File: src/rtl/kfmmc_block_write_sequencer.sv
// Block-write front end for KFMMC_DRIVE: turns a start/address request and a byte stream
// into the drive's address/command/data strobe sequence, with byte-count and timeout checks.
module kfmmc_block_write_sequencer #(
    parameter logic [7:0]  WRITE_COMMAND  = 8'h81,
    parameter int unsigned BLOCK_BYTES    = 512,
    parameter logic [23:0] TIMEOUT_CYCLES = 24'hFFFFFF
) (
    input  logic        clock,
    input  logic        reset_n,
    input  logic        start,
    input  logic [31:0] block_address,
    output logic        busy,
    output logic        done,
    output logic        error,
    input  logic [7:0]  wr_data,
    input  logic        wr_valid,
    output logic        wr_ready,
    output logic [7:0]  data_bus,
    output logic        write_block_address_1,
    output logic        write_block_address_2,
    output logic        write_block_address_3,
    output logic        write_block_address_4,
    output logic        write_command,
    output logic        write_data,
    output logic        read_data,
    input  logic        drive_busy,
    input  logic        write_interface_error,
    input  logic        request_write_data_interrupt,
    input  logic        write_completion_interrupt
);

    localparam int unsigned ADDR_W = 32;
    localparam int unsigned DATA_W = 8;
    localparam int unsigned CNT_W  = 16;
    localparam int unsigned TMR_W  = 24;

    localparam logic [CNT_W-1:0] BLOCK_LAST   = CNT_W'(BLOCK_BYTES);
    localparam logic [TMR_W-1:0] TIMEOUT_LAST = TIMEOUT_CYCLES - TMR_W'(1);

    typedef enum logic [3:0] {
        S_IDLE,
        S_WAIT_READY,
        S_ADDR1,
        S_ADDR2,
        S_ADDR3,
        S_ADDR4,
        S_CMD,
        S_WAIT_IRQ,
        S_SEND,
        S_RESULT,
        S_WAIT_BUSY,
        S_DONE,
        S_ERROR
    } state_t;

    state_t            state_q, state_d;
    logic [ADDR_W-1:0] addr_q, addr_d;
    logic [DATA_W-1:0] byte_q, byte_d;
    logic [CNT_W-1:0]  count_q, count_d;
    logic [TMR_W-1:0]  timer_q, timer_d;
    logic              busy_q, busy_d;
    logic              error_q, error_d;
    logic              wr_ready_c;
    logic              timed_c;
    logic              timeout_c;

    // State and datapath registers
    always_ff @(posedge clock or negedge reset_n) begin
        if (!reset_n) begin
            state_q <= S_IDLE;
            addr_q  <= '0;
            byte_q  <= '0;
            count_q <= '0;
            timer_q <= '0;
            busy_q  <= 1'b0;
            error_q <= 1'b0;
        end else begin
            state_q <= state_d;
            addr_q  <= addr_d;
            byte_q  <= byte_d;
            count_q <= count_d;
            timer_q <= timer_d;
            busy_q  <= busy_d;
            error_q <= error_d;
        end
    end

    // Next-state, counters and stream handshake
    always_comb begin
        state_d    = state_q;
        addr_d     = addr_q;
        byte_d     = byte_q;
        count_d    = count_q;
        busy_d     = busy_q;
        error_d    = error_q;
        wr_ready_c = 1'b0;
        timed_c    = (state_q == S_WAIT_IRQ) || (state_q == S_SEND) || (state_q == S_WAIT_BUSY);
        timeout_c  = timed_c && (timer_q == TIMEOUT_LAST);

        case (state_q)
            S_IDLE: begin
                if (start) begin
                    addr_d  = block_address;
                    error_d = 1'b0;
                    busy_d  = 1'b1;
                    state_d = S_WAIT_READY;
                end
            end
            S_WAIT_READY: begin
                if (!drive_busy) begin
                    state_d = S_ADDR1;
                end
            end
            S_ADDR1: state_d = S_ADDR2;
            S_ADDR2: state_d = S_ADDR3;
            S_ADDR3: state_d = S_ADDR4;
            S_ADDR4: state_d = S_CMD;
            S_CMD: begin
                count_d = '0;
                state_d = S_WAIT_IRQ;
            end
            S_WAIT_IRQ: begin
                if (write_interface_error) begin
                    state_d = S_ERROR;
                end else if (write_completion_interrupt) begin
                    state_d = (count_q == BLOCK_LAST) ? S_RESULT : S_ERROR;
                end else if (request_write_data_interrupt) begin
                    if (count_q == BLOCK_LAST) begin
                        state_d = S_ERROR;
                    end else begin
                        wr_ready_c = 1'b1;
                        if (wr_valid) begin
                            byte_d  = wr_data;
                            count_d = count_q + CNT_W'(1);
                            state_d = S_SEND;
                        end
                    end
                end
            end
            S_SEND: begin
                if (write_interface_error) begin
                    state_d = S_ERROR;
                end else if (!request_write_data_interrupt) begin
                    state_d = S_WAIT_IRQ;
                end
            end
            S_RESULT: state_d = S_WAIT_BUSY;
            S_WAIT_BUSY: begin
                if (!drive_busy) begin
                    state_d = S_DONE;
                end
            end
            S_DONE: begin
                busy_d  = 1'b0;
                state_d = S_IDLE;
            end
            S_ERROR: begin
                busy_d  = 1'b0;
                state_d = S_IDLE;
            end
            default: state_d = S_IDLE;
        endcase

        // Timeout overrides everything, including a byte that would have been accepted
        if (timeout_c) begin
            state_d    = S_ERROR;
            wr_ready_c = 1'b0;
            byte_d     = byte_q;
            count_d    = count_q;
        end

        if ((state_d == S_ERROR) && (state_q != S_ERROR)) begin
            error_d = 1'b1;
        end

        if (state_d != state_q) begin
            timer_d = '0;
        end else if (timed_c) begin
            timer_d = timer_q + TMR_W'(1);
        end else begin
            timer_d = timer_q;
        end
    end

    // Drive strobes decode directly from the registered state
    always_comb begin
        data_bus = '0;
        case (state_q)
            S_ADDR1: data_bus = addr_q[7:0];
            S_ADDR2: data_bus = addr_q[15:8];
            S_ADDR3: data_bus = addr_q[23:16];
            S_ADDR4: data_bus = addr_q[31:24];
            S_CMD:   data_bus = WRITE_COMMAND;
            S_SEND:  data_bus = byte_q;
            default: data_bus = '0;
        endcase
    end

    assign write_block_address_1 = (state_q == S_ADDR1);
    assign write_block_address_2 = (state_q == S_ADDR2);
    assign write_block_address_3 = (state_q == S_ADDR3);
    assign write_block_address_4 = (state_q == S_ADDR4);
    assign write_command         = (state_q == S_CMD);
    assign write_data            = (state_q == S_SEND);
    assign read_data             = (state_q == S_RESULT) || (state_q == S_ERROR);
    assign done                  = (state_q == S_DONE);
    assign busy                  = busy_q;
    assign error                 = error_q;
    assign wr_ready              = wr_ready_c;

endmodule
File: config.mk
export PLATFORM = sky130hd
export DESIGN_NAME = kfmmc_block_write_sequencer
export DESIGN_NICKNAME = d
export VERILOG_FILES = /design/src/rtl/kfmmc_block_write_sequencer.sv
export SDC_FILE = /design/constraint.sdc
export NUM_CORES = 1
export LEC_CHECK = 0
export CAP_MARGIN = 20
export CORE_MARGIN = 2
export CORE_UTILIZATION = 30
export DETAILED_ROUTE_END_ITERATION = 8
export MAX_ROUTING_LAYER = met4
export PLACE_DENSITY = 0.5
export SETUP_SLACK_MARGIN = 0.15
export SYNTH_ARGS = -nofsm -noshare
export SYNTH_HDL_FRONTEND = slang
export SYNTH_SLANG_ARGS = --single-unit
export TNS_END_PERCENT = 10
File: constraint.sdc
create_clock -name clock -period 3.3 [get_ports clock]
set_clock_uncertainty 0.1 [all_clocks]
set_input_delay 0.33 -clock clock [delete_from_list [all_inputs] [get_ports clock]]
set_output_delay 0.33 -clock clock [all_outputs]
set_load 0.02 [all_outputs]
After elaboration in Yosys (flattened, before gate mapping). Index checks and enable logic that the tools add are counted.

Bitwise gates (word level): 4. Add/sub/neg operators: 2. Reductions and logical operators: 17. Mux-type cells: 33. Equality and inequality tests: 23.

Operators by type and width (count): 16-bit two-way mux (5); 24-bit two-way mux (2); 8-bit case mux with 6 select lines (1); 4-bit two-way mux (11); 4-bit case mux with 11 select lines (1); 16-bit case mux with 2 select lines (1); 24-bit by 1-bit adder with 24-bit output, second input constant (1); 24-bit equality test, second input constant (1); 4-bit equality test, second input constant (6); 16-bit by 1-bit adder with 16-bit output, second input constant (1); 16-bit by 10-bit equality test with 1-bit output, second input constant (1); 4-bit by 3-bit equality test with 1-bit output, second input constant (4); 7-bit AND reduction (2); 2-bit != test, second input constant (6); 1-bit two-way mux (10); 2-bit nonzero test (5); 4-bit by 2-bit equality test with 1-bit output, second input constant (2); 2-bit AND reduction (3); 4-bit by 1-bit equality test with 1-bit output, second input constant (1); 4-bit logical NOT (1); 4-bit != test (1); 4-bit != test, second input constant (1); 1-bit NOT (4); 1-bit logical OR (3); other kinds (4) (5).

Input port bits: 48. Output and inout port bits: 19. Register bits: 86.

Longest topological paths before layout. Gate-level depths: netlist of run 1.

Depth after elaboration: 11. Depth in mapped cells: 10. Depth with buffers taken out: 8.

Worst setup path after synthesis of run 1. Ideal clock, no wire load.

Path kind: register to output. Start point: register state_q[0]. End point: output data_bus[7]. Buffers on the path: 2. Arrival: 2.150 ns. Stages on the path, launching flop included: 7. Slack: 0.720 ns. Cell sequence: dfrtp_1 -> buf_4 -> buf_2 -> nor3_1 -> a22o_1 -> a21oi_1 -> o21ai_0.

Cells in the longest elaborated chain, start to end: 2. Elaborated cells between the ends (all ways): 7. Classes of those cells: eq/ne: 6; mux: 1.

RTL lines: from (decl) (RTL line 56) `state_t state_q, state_d;`; from (signal assigned) (RTL line 78) `state_q <= state_d;`; 4-bit by 3-bit equality test with 1-bit output; named net write_block_address_3 (RTL line 21) `output logic write_block_address_3,`; 8-bit case mux with 6 select lines (RTL line 188) `case (state_q)`; to (decl) (RTL line 18) `output logic [7:0] data_bus,`.

The timed path passes the listed nets, and every way through them passes these cells.

Worst setup path after layout of run 1.
Start point: register state_q[2]. End point: output data_bus[3].

Cells in the longest elaborated chain, start to end: 2. Elaborated cells between the ends (all ways): 7. Classes of those cells: eq/ne: 6; mux: 1.

RTL lines (RTL line): 4-bit equality test, or another cell as far along (188); 8-bit case mux with 6 select lines * (188).

Every way passes the cells marked *; elsewhere a longest branch is shown, timed or not.

==> metrics.yaml, run 1 <==
floorplanning:
  core_area_sq_mm: 0.0151
  die_area_sq_mm: 0.0164
  initial_core_util: 0.306
  ios: 67
  die_h_um: 128
  rows: 45
  die_x_um: 128
timing:
  fin_crit_sh: 0.915
  fin_setup_tns_ps: 0
  period_needed_ps: 3020
  max_freq_ghz: 0.331
  final_hold_viol_count: 0
  slew_headroom: 0.634
  finalMaxSlewViolations: 0
  worst_slack_ps: 281
  tightest_slew_ps: 545
  setup_viol: 0
  holdWs_ps: 374
  rsz0062_at_grt: "yes"
clocking:
  cts_sinks: 86
  cts_buffer_depth: 2
  htree_num_levels: 3
  numCtsBuffers: 9
  clk_latency_ps: 350
  clkTransAtPathRegs_ps: 60
  cts_tree: "yes"
  cts_root_buffer: "clkbuf_16"
yosys:
  ys_warn_count: 0
  synth_area_sq_mm: 0.00461
  yosys.area_share.xor_xnor: 0.0627
  ys.flop_type: "dfrtp_1"
  ys_seq_area_frac: 0.467
  ys_async_sr_fraction: 1.00
  yosysUniqueCellTypes: 61
  synthAdderAreaFrac: 0.0108
  synth_compound_area_frac: 0.107
  synth_edf_count: 0
  synth_top_family_by_area: "simple AND/OR/NAND/NOR gates"
  syn_nets: 491
  synth_mux_area_frac: 0.100
  syn_inst: 439
  synth-seq-cells: 86
  synth-simple-area-share: 0.220
  syn_avg_cell_area_sq_um: 10.5
place:
  finalWeightedCongestion: 0.841
  io_buffers: 66
  dpl_worst_slack_ps: 489
  dp_hpwl_um: 8380
hold_path:
  hp-start: "busy$_DFFE_PN0P_"
  holdPathStages: 2
  worstHoldEndpoint: "busy$_DFFE_PN0P_"
  hold_class: "flip-flop to flip-flop"
run_status:
  status: "finished clean"
worst_setup_path:
  r2r_end: "timer_q[1]$_DFFE_PN0P_"
  path_max_fanout: 13
  start_kind: "flip-flop"
  required_ps: 2870
  r2r-start: "count_q[12]$_DFFE_PN0P_"
  path_class: "flip-flop to primary output"
  cp-end-kind: "primary output"
  max_stage_delay_ps: 620
  cp.arrival_ps: 2590
  slowest_stage: "clkdlybuf4s50_1"
  r2r_setup_slack_ps: 540
  r2r_cells: 7
  crit_chain: "nand2b_1 > nor3_1 > buf_4 > a22oi_1 > nand3_1 > clkdlybuf4s50_1"
routing:
  wl_um: 11500
  postRouteAntennaNets: 0
  via_per_inst: 5.05
  post-route-drc-count: 0
  drtIter0Drc: 171
  post_drt_wl_per_cell_um: 16.2
  drt_pass1_iterations: 4
  via_count: 3575
finish:
  final_core_util: 0.386
  diodes: 0
  area_growth_pct: 26.4
  fillers: 1532
  nets: 567
  drive_above_1_share: 0.215
  layout_commonest_cell: "dfrtp_1"
  final_cell_mix: "dfrtp_1 (85), clkdlybuf4s50_1 (65), mux2_2 (40), nor2_1 (35), nand2_1 (34)"
global_routing:
  gr-total-overflow: 0
  antenna_found_initial: 0
  grt.total_usage: 0.151
  grt_max_degree: 37
  grt_pass1_wl_um: 18600
  first_global_vias: 3614
power:
  peakVddDrop_mv: 0.437
  clockPowerShare: 0.226
  p_sw_mw: 1.64
  power.internal_mw: 2.74
  power_frac_seq: 0.359
  comb_power_share: 0.416
  leakagePower_nw: 2.44
  p_sw_frac: 0.375
  p_per_area_mw_per_mm2: 752
run:
  max-cap-violations: 0
how the worst max path moves through the flow:
stage / start / to / depth (start not counted)
CTS: state_q[1]$_DFF_PN0_ / data_bus[7] / 6
global placement: state_q[2]$_DFF_PN0_ / data_bus[6] / 5
detailed placement: write_interface_error / timer_q[1]$_DFFE_PN0P_ / 8
global route: state_q[2]$_DFF_PN0_ / data_bus[3] / 6
finish: state_q[2]$_DFF_PN0_ / data_bus[3] / 6
floorplan: state_q[0]$_DFF_PN0_ / data_bus[7] / 6
cells by family (layout without fill, tap and decap cells):
| kind of cell | count (synthesis) | after routing |
|---|---|---|
| AND/OR/NAND/NOR | 180 | 180 |
| flip-flops | 86 | 86 |
| AO/OA/AOI/OAI | 65 | 65 |
| multiplexers | 41 | 41 |
| XOR/XNOR | 33 | 33 |
| buffers and inverters | 30 | 111 |
| adder cells (fa/ha/maj) | 4 | 4 |
per-layer routing:
layer	up-vias	global-route usage	wire (um)
met5	-	-	0
met4	0	0.0446	147
met3	13	0.0497	711
met2	87	0.236	5440
met1	1750	0.187	5180
li1	1725	-	-
cell usage after synthesis (4+ instances only):
| cell type | instances | area share |
|---|---|---|
| and3_1 | 8 | 0.011 |
| xor2_1 | 24 | 0.046 |
| buf_2 | 11 | 0.012 |
| ha_1 | 4 | 0.011 |
| dfrtp_1 | 86 | 0.47 |
| nor3_1 | 8 | 0.0087 |
| clkbuf_1 | 5 | 0.0041 |
| mux2_2 | 40 | 0.098 |
| nand4_1 | 12 | 0.016 |
| a22oi_1 | 13 | 0.021 |
| or3_1 | 6 | 0.0081 |
| o21ai_0 | 8 | 0.0087 |
| xnor2_1 | 9 | 0.017 |
| nand3_1 | 25 | 0.027 |
| nor2_2 | 20 | 0.027 |
| a21oi_1 | 16 | 0.017 |
| nor2_1 | 35 | 0.028 |
| nand2_1 | 34 | 0.028 |
| and4_1 | 5 | 0.0095 |
| nand2b_1 | 4 | 0.0054 |
| inv_1 | 9 | 0.0073 |
cell type report:
class | count | area [sq um] | share of cell area
Multi-Input combinational cell | 323 | 2310 | 0.396
Sequential cell | 86 | 2150 | 0.369
Timing Repair Buffer | 86 | 811 | 0.139
Clock buffer | 13 | 270 | 0.0464
Tap cell | 188 | 235 | 0.0404
Inverter | 9 | 33.8 | 0.00580
Clock inverter | 3 | 17.5 | 0.00300
repair_timing:
action	CTS	global route
endpoints found under the hold margin	34	0
hold buffers	1	0
gates resized for setup	0	1
endpoints found under the setup margin	1	6
setup buffers	4	0
stage by stage:
stage,instance area [sq um],cells,power (mW)
global placement,5500,687,3.41
detailed placement,5500,687,3.43
global route,5830,708,4.65
finish,5830,708,4.38
CTS,5830,708,4.44
floorplan,4610,439,2.81
power groups by stage:
stage | Combinational, mW | Clock [mW] | Sequential (mW)
after floorplan | 1.32 | 0 | 1.48
after global placement | 1.83 | 0 | 1.58
after CTS | 1.85 | 1.02 | 1.57
after global routing | 1.98 | 1.06 | 1.61
final | 1.82 | 0.988 | 1.57
after detailed placement | 1.83 | 0 | 1.59
worst max-delay path, delay by kind of cell (launching register included):
| family | cells | cell delay, ps |
|---|---|---|
| DFF | 1 | 580 |
| and+or+nand+nor | 3 | 680 |
| AOI/OAI and AO/OA | 1 | 130 |
| buffers and inverters | 2 | 850 |
registers in the layout, indices dropped and copies added (netlist names):
| name | count |
|---|---|
| timer_q | 24 |
| addr_q | 32 |
| state_q | 4 |
| byte_q | 8 |
| error | 1 |
| busy | 1 |
| count_q | 16 |
Note: power is estimated with default switching activity, not from simulation.
==> run 2, diff against run 1 <==
--- a/config.mk
+++ b/config.mk
@@ -6,6 +6,7 @@
 export NUM_CORES = 1
 export LEC_CHECK = 0
 export CAP_MARGIN = 20
+export CORE_ASPECT_RATIO = 0.7
 export CORE_MARGIN = 2
 export CORE_UTILIZATION = 30
 export DETAILED_ROUTE_END_ITERATION = 8
==> run 2 against run 1 <==
Compared with the run above:
- the run now ends with negative hold slack left
- setup slack improved by 18 ps
- combinational power is essentially flat
- fmax rose by 0.59%
- critical path type unchanged
- largest cell class unchanged
- largest power group unchanged
==> metrics.yaml, run 2 (synthesis results as in run 1) <==
run_status:
  status: "complete, but fails checks"  # was finished clean
  failed_checks: "negative hold slack"
worst_setup_path:
  r2r_setup_slack_ps: 600  # was 540 ps
  cp.arrival_ps: 2570  # was 2590 ps
  start_kind: "flip-flop"  # unchanged
  r2r_end: "timer_q[1]$_DFFE_PN0P_"  # unchanged
  path_max_fanout: 7  # was 13
  r2r_cells: 7  # unchanged
  cp-end-kind: "primary output"  # unchanged
  endpoint: "wr_ready"  # was data_bus[3]
  required_ps: 2870  # about the same
  r2r-start: "count_q[12]$_DFFE_PN0P_"  # unchanged
  path_class: "flip-flop to primary output"  # unchanged
  cp-startpoint: "count_q[12]$_DFFE_PN0P_"  # was state_q[2]$_DFF_PN0_
clocking:
  htree_num_levels: 3  # unchanged
  clk_latency_ps: 340  # was 350 ps
  cts_sinks: 86  # unchanged
  ctsHoldBuffers: 0  # was 1
  cts_buffer_depth: 2  # unchanged
  cts_tree: "yes"  # unchanged
  clkTransAtPathRegs_ps: 60  # about the same
  numCtsBuffers: 9  # unchanged
  cts_root_buffer: "clkbuf_16"  # unchanged
global_routing:
  first_global_vias: 3522  # was 3614
  gr-total-overflow: 0  # unchanged
  grt.total_usage: 0.154  # was 0.151
  antenna_found_initial: 0  # unchanged
  grt_pass1_wl_um: 19300  # was 18600 um
  grt_max_degree: 62  # was 37
timing:
  setup_viol: 0  # unchanged
  period_needed_ps: 3000  # was 3020 ps
  max_freq_ghz: 0.333  # was 0.331 GHz
  rsz0062_at_grt: "no"  # was yes
  fin_setup_tns_ps: 0  # unchanged
  final_hold_viol_count: 15  # was 0
  holdWs_ps: -38.4  # was 374 ps
  slew_headroom: 0.451  # was 0.634
  fin_crit_sh: 0.909  # was 0.915
  finalMaxSlewViolations: 0  # unchanged
  tightest_slew_ps: 824  # was 545 ps
routing:
  drtIter0Drc: 209  # was 171
  post_drt_wl_per_cell_um: 16.4  # was 16.2 um
  postRouteAntennaNets: 0  # unchanged
  drt_pass1_iterations: 4  # unchanged
  wl_um: 11700  # was 11500 um
  via_count: 3552  # was 3575
  via_per_inst: 5.00  # was 5.05
  post-route-drc-count: 0  # unchanged
finish:
  largest-register: "addr_q"  # unchanged
  nets: 563  # was 567
  diodes: 0  # unchanged
  layout_commonest_cell: "dfrtp_1"  # unchanged
  fin_cells: 710  # was 708
  final_cell_mix: "dfrtp_1 (82), clkdlybuf4s50_1 (65), mux2_2 (40), nor2_1 (35), nand2_1 (34)"  # was dfrtp_1 (85), clkdlybuf4s50_1 (65), mux2_2 (40), nor2_1 (35), nand2_1 (34)
  area_growth_pct: 25.9  # was 26.4%
  largest_registers: "addr_q x32, timer_q x24, count_q x16"  # unchanged
  largest_reg_flops: 32  # unchanged
  final_core_util: 0.391  # was 0.386
  drive_above_1_share: 0.217  # was 0.215
place:
  finalWeightedCongestion: 0.832  # was 0.841
  dp.cells: 695  # was 687
  io_buffers: 66  # unchanged
  dp_hpwl_um: 8620  # was 8380 um
power:
  leakagePower_nw: 2.41  # was 2.44 nW
  p_per_area_mw_per_mm2: 759  # was 752 mW/mm^2
  peakVddDrop_mv: 0.311  # was 0.437 mV
hold_path:
  hold_class: "primary input to async pin"  # was flip-flop to flip-flop
floorplanning:
  core_area_sq_mm: 0.0149  # was 0.0151 sq mm
  die_h_um: 108  # was 128 um
  die_x_um: 152  # was 128 um
  initial_core_util: 0.310  # was 0.306
  die_area_sq_mm: 0.0164  # about the same
  ios: 67  # unchanged
  rows: 37  # was 45
run:
  max-cap-violations: 0  # unchanged
## run 2: changes by cell type in the layout (fill, tap and decap cells not counted), sizes merged
cell,previous run,this run
clkinvlp,1,2
dlygate4sd3,1,0
clkbuf,13,9
inv,9,11
buf,20,17
## run 2: layout make-up
cell class / count / area [sq um]
Fill cell: 1453 / 9050
Multi-Input combinational cell: 323 / 2310
Sequential cell: 86 / 2160
Timing Repair Buffer: 82 / 791
Tap cell: 195 / 244
Clock buffer: 9 / 225
Clock inverter: 6 / 46.3
Inverter: 9 / 33.8
## run 2: critical path, stage by stage, from the launching register on
cell	delay [ps]
dfrtp_1	420
nor4_1	520
and4_1	470
nor2_1	90
and4_1	210
clkdlybuf4s50_1	540
## run 2: how the worst min path moves through the flow
stage	startpoint	endpoint	slack, ps	cells after the start
floorplan	reset_n	addr_q[0]$_DFFE_PN0P_	-70	0
global placement	reset_n	state_q[3]$_DFF_PN0_	370	1
detailed placement	reset_n	busy$_DFFE_PN0P_	370	1
CTS	reset_n	busy$_DFFE_PN0P_	5	1
global route	reset_n	state_q[3]$_DFF_PN0_	30	1
finish	reset_n	busy$_DFFE_PN0P_	-40	1
## run 2: metal layers
layer | GRT usage | part of all wire | vias up
li1 | - | - | 1726
met1 | 0.226 | 0.51 | 1739
met2 | 0.207 | 0.42 | 78
met3 | 0.0471 | 0.060 | 9
met4 | 0.0320 | 0.0069 | 0
met5 | - | 0 | -
## run 2: repair_timing
action                                  4_1_cts  5_1_grt
buffers inserted                              0        0
gates cloned                                  0        0
gates resized for setup                       1        4
endpoints found under the setup margin        2       10
## run 2: where the power goes
group | switching [mW] | internal (mW)
logic | 0.983 | 0.870
clock network | 0.433 | 0.511
registers | 0.272 | 1.34
total | 1.69 | 2.72
## run 2: per-stage QoR
| stage | setup slack (ps) | area, sq um | total power [mW] |
|---|---|---|---|
| detailed placement | 484 | 5530 | 3.49 |
| floorplan | 720 | 4610 | 2.81 |
| global route | 164 | 5810 | 4.71 |
| finish | 299 | 5810 | 4.41 |
| global placement | 459 | 5530 | 3.47 |
| CTS | 151 | 5800 | 4.46 |
==> run 3, diff against run 2 <==
--- a/config.mk
+++ b/config.mk
@@ -8,12 +8,12 @@
 export CAP_MARGIN = 20
 export CORE_ASPECT_RATIO = 0.7
 export CORE_MARGIN = 2
-export CORE_UTILIZATION = 30
+export CORE_UTILIZATION = 39
 export DETAILED_ROUTE_END_ITERATION = 8
+export GPL_TIMING_DRIVEN = 0
 export MAX_ROUTING_LAYER = met4
-export PLACE_DENSITY = 0.5
+export PLACE_DENSITY = 0.62
 export SETUP_SLACK_MARGIN = 0.15
 export SYNTH_ARGS = -nofsm -noshare
 export SYNTH_HDL_FRONTEND = slang
 export SYNTH_SLANG_ARGS = --single-unit
-export TNS_END_PERCENT = 10
==> run 3 against run 2 <==
Compared with the run above:
- the flow now finishes without violations
- worst hold slack improved by 450 ps
- flip-flop and latch count unchanged
- global-route usage increased by 3.8 points
- critical path type unchanged
- largest power group unchanged
==> metrics.yaml, run 3 (synthesis results as in run 1) <==
routing:
  via_per_inst: 5.37  # was 5.00
  via_count: 3673  # was 3552
  drt_pass1_iterations: 4  # unchanged
  postRouteAntennaNets: 0  # unchanged
  post_drt_wl_per_cell_um: 16.6  # was 16.4 um
  wl_um: 11400  # was 11700 um
  post-route-drc-count: 0  # unchanged
  drtIter0Drc: 259  # was 209
worst_setup_path:
  endpoint: "data_bus[6]"  # was wr_ready
  cp.arrival_ps: 2590  # was 2570 ps
  path_class: "flip-flop to primary output"  # unchanged
  cp-end-kind: "primary output"  # unchanged
  cp-startpoint: "state_q[0]$_DFF_PN0_"  # was count_q[12]$_DFFE_PN0P_
  r2r_cells: 10  # was 7
  r2r_setup_slack_ps: 640  # was 600 ps
  required_ps: 2870  # about the same
  r2r-start: "count_q[0]$_DFFE_PN0P_"  # was count_q[12]$_DFFE_PN0P_
  start_kind: "flip-flop"  # unchanged
  r2r_end: "timer_q[12]$_DFFE_PN0P_"  # was timer_q[1]$_DFFE_PN0P_
  path_max_fanout: 10  # was 7
timing:
  worst_slack_ps: 283  # was 299 ps
  finalMaxSlewViolations: 0  # unchanged
  period_needed_ps: 3020  # was 3000 ps
  tightest_slew_ps: 709  # was 824 ps
  slew_headroom: 0.525  # was 0.451
  final_hold_viol_count: 0  # was 15
  setup_viol: 0  # unchanged
  fin_crit_sh: 0.914  # was 0.909
  holdWs_ps: 408  # was -38.4 ps
  max_freq_ghz: 0.331  # was 0.333 GHz
  rsz0062_at_grt: "no"  # unchanged
finish:
  drive_above_1_share: 0.233  # was 0.217
  fin_area_sq_mm: 0.00591  # was 0.00581 sq mm
  largest-register: "addr_q"  # unchanged
  layout_commonest_cell: "dfrtp_1"  # unchanged
  largest_reg_flops: 32  # unchanged
  multi_input_area_sq_mm: 0.00235  # was 0.00231 sq mm
  ff_latch_area_sq_mm: 0.00215  # was 0.00216 sq mm
  largest_registers: "addr_q x32, timer_q x24, count_q x16"  # unchanged
  final_cell_mix: "dfrtp_1 (85), clkdlybuf4s50_1 (59), mux2_2 (40), nand2_1 (34), nor2_1 (34)"  # was dfrtp_1 (82), clkdlybuf4s50_1 (65), mux2_2 (40), nor2_1 (35), nand2_1 (34)
  diodes: 0  # unchanged
  fillers: 1042  # was 1453
  area_growth_pct: 28.0  # was 25.9%
  final_core_util: 0.509  # was 0.391
  nets: 574  # was 563
place:
  io_buffers: 64  # was 66
  finalWeightedCongestion: 0.885  # was 0.832
  dp_hpwl_um: 8290  # was 8620 um
  placed_area_sq_mm: 0.00549  # was 0.00553 sq mm
  dpl_worst_slack_ps: 3.91  # was 484 ps
floorplanning:
  die_area_sq_mm: 0.0127  # was 0.0164 sq mm
  rows: 33  # was 37
  die_h_um: 95.0  # was 108 um
  initial_core_util: 0.398  # was 0.310
  die_x_um: 134  # was 152 um
  core_area_sq_mm: 0.0116  # was 0.0149 sq mm
  ios: 67  # unchanged
global_routing:
  antenna_found_initial: 0  # unchanged
  first_global_vias: 3569  # was 3522
  grt_max_degree: 48  # was 62
  gr-total-overflow: 0  # unchanged
  grt_pass1_wl_um: 18400  # was 19300 um
  grt.total_usage: 0.193  # was 0.154
clocking:
  clkTransAtPathRegs_ps: 70  # was 60 ps
  cts_sinks: 86  # unchanged
  cts_buffer_depth: 2  # unchanged
  clk_latency_ps: 340  # about the same
  cts_tree: "yes"  # unchanged
  cts_root_buffer: "clkbuf_16"  # unchanged
  htree_num_levels: 3  # unchanged
  numCtsBuffers: 9  # unchanged
power:
  leakagePower_nw: 2.53  # was 2.41 nW
  p_per_area_mw_per_mm2: 775  # was 759 mW/mm^2
  peakVddDrop_mv: 0.402  # was 0.311 mV
hold_path:
  holdPathStages: 1
  hold_class: "flip-flop to flip-flop"  # was primary input to async pin
run:
  max-cap-violations: 0  # unchanged
run_status:
  status: "finished clean"  # was complete, but fails checks
==> run 3: worst min-delay path by stage <==
stage                                       from                       to  slack [ps]
after floorplan                          reset_n    addr_q[0]$_DFFE_PN0P_         -70
after global placement     byte_q[5]$_DFFE_PN0P_    byte_q[5]$_DFFE_PN0P_         380
after detailed placement                 reset_n  timer_q[17]$_DFFE_PN0P_         260
after CTS                 addr_q[23]$_DFFE_PN0P_   addr_q[23]$_DFFE_PN0P_         410
after global routing      addr_q[29]$_DFFE_PN0P_   addr_q[29]$_DFFE_PN0P_         420
final                      addr_q[4]$_DFFE_PN0P_    addr_q[4]$_DFFE_PN0P_         410
==> run 3: cell type report <==
class | instances | area share
flip-flops and latches | 86 | 0.365
clock inverters | 6 | 0.0117
repair buffers | 72 | 0.125
multi-input cells | 323 | 0.398
well taps | 157 | 0.0333
clock buffers | 10 | 0.0405
inverters | 9 | 0.00572
plain buffers | 21 | 0.0212
==> run 3: metal layers <==
layer  up-vias  global-route usage  routed length [um]
met3         8              0.0569                 711
met2        99               0.273                4980
met1      1826               0.274                5570
li1       1740                   -                   -
met5         -                   -                   0
met4         0              0.0372                  90
==> run 3: worst max-delay path, stage by stage (launching register included) <==
cell,delay (ps)
dfrtp_1,420
buf_4,190
inv_1,180
nand2_1,180
nor3_4,270
buf_12,150
a22oi_1,90
nand3_1,140
clkdlybuf4s50_1,620
==> run 3: stage by stage <==
stage,power (mW),std cells,TNS [ps]
global placement,3.41,660,-117130
floorplan,2.81,439,0
finish,4.58,684,0
global route,4.84,684,0
CTS,4.55,683,0
detailed placement,3.46,663,0
==> run 3: report_power, final <==
part | leakage, nW | switching (mW) | total (mW) | internal, mW
registers | 1.13 | 0.178 | 1.51 | 1.33
clock network | 0.149 | 0.430 | 1.04 | 0.611
logic | 1.26 | 1.13 | 2.03 | 0.895
==> run 3: repair_timing <==
item | CTS | global route
endpoints found under the setup margin | 10 | 9
pin swaps | 1 | 1
resized for setup | 8 | 10
buffers inserted | 3 | 1
hold buffers | 1 | 0
endpoints found under the hold margin | 39 | 0
